===== config.mk =====
export PLATFORM = sky130hd
export DESIGN_NAME = dmem_arbiter
export DESIGN_NICKNAME = d
export VERILOG_FILES = /design/src/rtl/dmem_arbiter.sv
export SDC_FILE = /design/constraint.sdc
export NUM_CORES = 1
export LEC_CHECK = 0
export CAP_MARGIN = 40
export CORE_ASPECT_RATIO = 1.4
export CORE_MARGIN = 2
export CORE_UTILIZATION = 40
export CTS_BUF_LIST = sky130_fd_sc_hd__clkbuf_4
export DETAILED_ROUTE_END_ITERATION = 6
export HOLD_SLACK_MARGIN = 0.15
export PLACE_DENSITY = 0.79
export SYNTH_ARGS = -nofsm -noshare
export SYNTH_HDL_FRONTEND = slang
export SYNTH_SLANG_ARGS = --single-unit

===== constraint.sdc =====
create_clock -name clk_i -period 2.5 [get_ports clk_i]
set_input_delay 0.5 -clock clk_i [delete_from_list [all_inputs] [get_ports clk_i]]
set_output_delay 0.5 -clock clk_i [all_outputs]
set_load 0.1 [all_outputs]

===== src/rtl/dmem_arbiter.sv =====
// Two-requester arbiter/sequencer for the 2048x32 data memory.
// m0 = CPU load/store unit, m1 = debug/DMA port. One access in flight at a time;
// round-robin on contention, one-cycle done (and err) pulse per request.
module dmem_arbiter #(
  parameter int ADDR_W = 11,
  parameter int DATA_W = 32
) (
  input  logic              clk_i,
  input  logic              rst_n_i,
  input  logic              m0_req_i,
  input  logic              m0_we_i,
  input  logic [ADDR_W-1:0] m0_addr_i,
  input  logic [1:0]        m0_type_i,
  input  logic [DATA_W-1:0] m0_wdata_i,
  output logic              m0_done_o,
  output logic              m0_err_o,
  output logic [DATA_W-1:0] m0_rdata_o,
  input  logic              m1_req_i,
  input  logic              m1_we_i,
  input  logic [ADDR_W-1:0] m1_addr_i,
  input  logic [1:0]        m1_type_i,
  input  logic [DATA_W-1:0] m1_wdata_i,
  output logic              m1_done_o,
  output logic              m1_err_o,
  output logic [DATA_W-1:0] m1_rdata_o,
  output logic              dm_ena_o,
  output logic              dm_wena_o,
  output logic [ADDR_W-1:0] dm_addr_o,
  output logic [1:0]        dm_type_o,
  output logic [DATA_W-1:0] dm_data_o,
  input  logic [DATA_W-1:0] dm_data_i,
  output logic              busy_o
);

  typedef enum logic [1:0] {IDLE, ACCESS, WAIT, DONE} state_t;

  typedef struct packed {
    logic              we;
    logic [ADDR_W-1:0] addr;
    logic [1:0]        typ;
    logic [DATA_W-1:0] wdata;
  } cmd_t;

  state_t                  state_q, state_d;
  cmd_t   [1:0]            cmd_in;
  cmd_t                    cmd_q;
  logic   [1:0]            req;
  logic   [1:0][DATA_W-1:0] rdata_q;
  logic   [1:0]            done;
  logic                    gnt;
  logic                    win_q;
  logic                    rr_q;
  logic                    err_q;

  assign req       = {m1_req_i, m0_req_i};
  assign cmd_in[0] = {m0_we_i, m0_addr_i, m0_type_i, m0_wdata_i};
  assign cmd_in[1] = {m1_we_i, m1_addr_i, m1_type_i, m1_wdata_i};

  // Sole requester wins outright; under contention rr_q picks
  assign gnt = (&req) ? rr_q : req[1];

  // State register
  always_ff @(posedge clk_i or negedge rst_n_i) begin
    if (!rst_n_i) state_q <= IDLE;
    else          state_q <= state_d;
  end

  // Next-state: illegal type skips the memory entirely; writes skip WAIT
  always_comb begin
    state_d = state_q;
    unique case (state_q)
      IDLE:    if (|req) state_d = (cmd_in[gnt].typ == 2'b11) ? DONE : ACCESS;
      ACCESS:  state_d = cmd_q.we ? DONE : WAIT;
      WAIT:    state_d = DONE;
      DONE:    state_d = IDLE;
      default: state_d = IDLE;
    endcase
  end

  // Grant: latch the winner's command and hand priority to the loser
  always_ff @(posedge clk_i or negedge rst_n_i) begin
    if (!rst_n_i) begin
      cmd_q <= '0;
      win_q <= 1'b0;
      rr_q  <= 1'b0;
      err_q <= 1'b0;
    end else if (state_q == IDLE && |req) begin
      cmd_q <= cmd_in[gnt];
      win_q <= gnt;
      rr_q  <= ~gnt;
      err_q <= (cmd_in[gnt].typ == 2'b11);
    end
  end

  // Read return: only the winner's register is updated
  always_ff @(posedge clk_i or negedge rst_n_i) begin
    if (!rst_n_i)              rdata_q <= '0;
    else if (state_q == WAIT)  rdata_q[win_q] <= dm_data_i;
  end

  assign done       = (state_q == DONE) ? (2'b01 << win_q) : 2'b00;
  assign m0_done_o  = done[0];
  assign m1_done_o  = done[1];
  assign m0_err_o   = done[0] & err_q;
  assign m1_err_o   = done[1] & err_q;
  assign m0_rdata_o = rdata_q[0];
  assign m1_rdata_o = rdata_q[1];

  // Memory strobes only in ACCESS; address/type/data always show the latched command
  assign dm_ena_o   = (state_q == ACCESS);
  assign dm_wena_o  = (state_q == ACCESS) & cmd_q.we;
  assign dm_addr_o  = cmd_q.addr;
  assign dm_type_o  = cmd_q.typ;
  assign dm_data_o  = cmd_q.wdata;
  assign busy_o     = (state_q != IDLE);

endmodule


==> key figures <==
Run status
  – Status: finished, final reports clean

Yosys
  – EDFF count, synth: 0
  – Synth Warn #: 0
  – Mapped Area: 5060 sq um
  – Seq/Total Area, Yosys: 56.8%
  – Post-synth top cells: dfrtp_1, mux2_2, buf_4
  – Main synth FF type: dfrtp_1
  – Synth top area share: 56.8%
  – Area leader, netlist: dfrtp_1
  – Fraction of registers with async set/reset: 100%
  – Largest cells by area after synthesis: dfrtp_1, mux2_2, a22o_1
  – Post-synthesis net count: 506
  – Most common cell in the netlist: dfrtp_1
  – Mean Syn Cell Area: 13.6 sq um
  – Synthesis-stage register bit count: 115
  – Synth Instances: 373
  – Distinct cells, synth: 29

Worst setup path
  – Worst Path Max Fanout: 4
  – Worst-case reg-to-reg path depth: 7
  – Crit path kind: reg -> out
  – Crit start category: register
  – Worst EP required: 2.00 ns
  – Worst path arrival time: 1.63 ns
  – Worst Setup End Kind: primary output

STA
  – Final Setup Violations: 0
  – Least-Margin Pin Slew: 0.643 ns
  – Fin crit period: 2.13 ns
  – Setup Skew: 0.0168 ns
  – Final Max Tran Viols: 0
  – RSZ-0062 raised after global routing: false
  – Final Hold Vio Count: 0
  – Fmax: 470 MHz
  – Setup_tns: 0 ns
  – Period utilisation layout: 85.1%
  – Max_slew headroom: 57.1%

Clock tree
  – TritonCTS Buffers: 17
  – CTS tree: yes
  – Clk buf depth: 2
  – Clock transition at path regs: 0.09 ns
  – Post-CTS Resized: 0
  – Worst-Skew Late Latency: 0.49 ns
  – Setup fix buffers added after clock tree synthesis: 0
  – Max H-tree Level: 4
  – CTS sink count: 115
  – Root Driver: clkbuf_4

Finish
  – Ant diodes: 0
  – Share of post-route cells with drive strength above 1: 38.3%
  – Layout Nets: 713
  – Layout Area Growth over Synthesis: 45.8%
  – Fillers: 1025

Flow run
  – Number of max-cap violations: 0

Global route
  – Total gr overflow: 0
  – Vias in the first global route: 4113
  – Global Route Usage Sum: 19.0%
  – Antenna violations before repair: 0
  – First-pass GRT wire length: 20300 um
  – Largest net degree at the start of global routing: 116

Routing
  – WL final: 13200 um
  – DRT iter0 DRCs: 155
  – Pre-antenna DRT Iters: 6
  – Post-route ant nets: 0
  – Vias per inst: 5.08
  – Vias after detailed routing: 3766
  – Drc violations: 0
  – Drt wl/cell: 17.8 um

Floorplan
  – Die Span X: 99.1 um
  – Rows: 48
  – Die area: 13600 sq um
  – Floorplan core area: 12400 sq um
  – Initial Utilization: 40.9%
  – Die height: 137 um
  – IO Count: 244

Place
  – DP Wirelength: 9540 um
  – IO buf count: 243
  – GP Congestion: 0.788

Worst hold path
  – Hold Crit Depth: 2
  – Hold crit path type: reg -> reg
-- worst paths after layout --
path | start | endpoint | slack (ns)
setup / recovery | state_q[1] | dm_wena_o | 0.37
hold / removal | dm_type_o[1] | dm_type_o[1] | 0.51
setup reg to reg | state_q[0] | dm_addr_o[6] | 0.61
hold reg to reg | dm_type_o[1] | dm_type_o[1] | 0.51
max in group asynchronous | rst_n_i | m0_rdata_o[27] | 1.36
min in group asynchronous | rst_n_i | dm_data_o[13] | 0.62
-- routing by layer --
metal,global-route usage (%),wire [um],vias to the layer above
met5,0,0,-
met4,6.77,192,0
met3,6.59,1210,14
met2,34.2,6930,175
met1,20.7,4870,1871
li1,-,-,1706
-- kinds of logic after synthesis --
family	share of synthesized area, %
buffers and inverters	9.47
and+or+nand+nor	1.78
muxes	14.9
AOI/OAI and AO/OA	15.8
DFF	56.8
adders and majority gates	1.24
-- registers in the layout, summed over array words and instances (netlist names) --
| signal | count |
|---|---|
| cmd_q | 1 |
| dm_addr_o | 11 |
| dm_data_o | 32 |
| dm_type_o | 2 |
| err_q | 1 |
| m0_rdata_o | 32 |
| m1_rdata_o | 32 |
| rr_q | 1 |
| state_q | 2 |
| win_q | 1 |
-- layout make-up --
type	count	area (sq um)	area share (%)
multi-input cells	189	1720	23.3
clock inverters	11	161	2.19
clock buffers	20	150	2.03
flip-flops and latches	115	2880	39.0
well taps	150	188	2.54
repair buffers	253	2270	30.7
inverters	4	15.0	0.203
-- timing repair --
item | in CTS | in global routing
hold buffers | 1 | 0
hold endpoints to repair | 115 | 0
endpoints found under the setup margin | 0 | 0
-- placed cells by master, fill, tap and decap left out, drive strengths merged, types with 4 or more instances in the layout --
cell type,synthesis,routed
clkinv,0,6
mux2,65,65
nand2,8,8
dfrtp,115,115
buf,60,126
bufinv,0,4
inv,4,4
o21ai,6,6
a21o,46,46
clkdlybuf4s50,0,126
a22o,44,44
ha,5,5
clkbuf,5,20
-- critical path, cell delays in order, from the launching register on --
cell     delay (ns)
dfrtp_1        0.42
inv_1          0.14
ha_1           0.21
and2_2         0.20
buf_12         0.18
-- metrics by stage --
step           std cells  hold slack, ns  util, %  cell area, sq um  worst slack (ns)
2_1_floorplan        373           0.204        -              5060            0.0633
3_3_place_gp         709           0.476     56.9              7040             0.183
3_5_place_dp         710           0.481     57.1              7060             0.354
4_1_cts              742           0.509     59.7              7380             0.289
5_1_grt              742           0.532     59.7              7380             0.242
6_report             742           0.508     59.7              7380             0.373
Power is left out: the tool's default activity adds up to more than one toggle a clock period on the data nets, which glitch-free logic cannot reach.
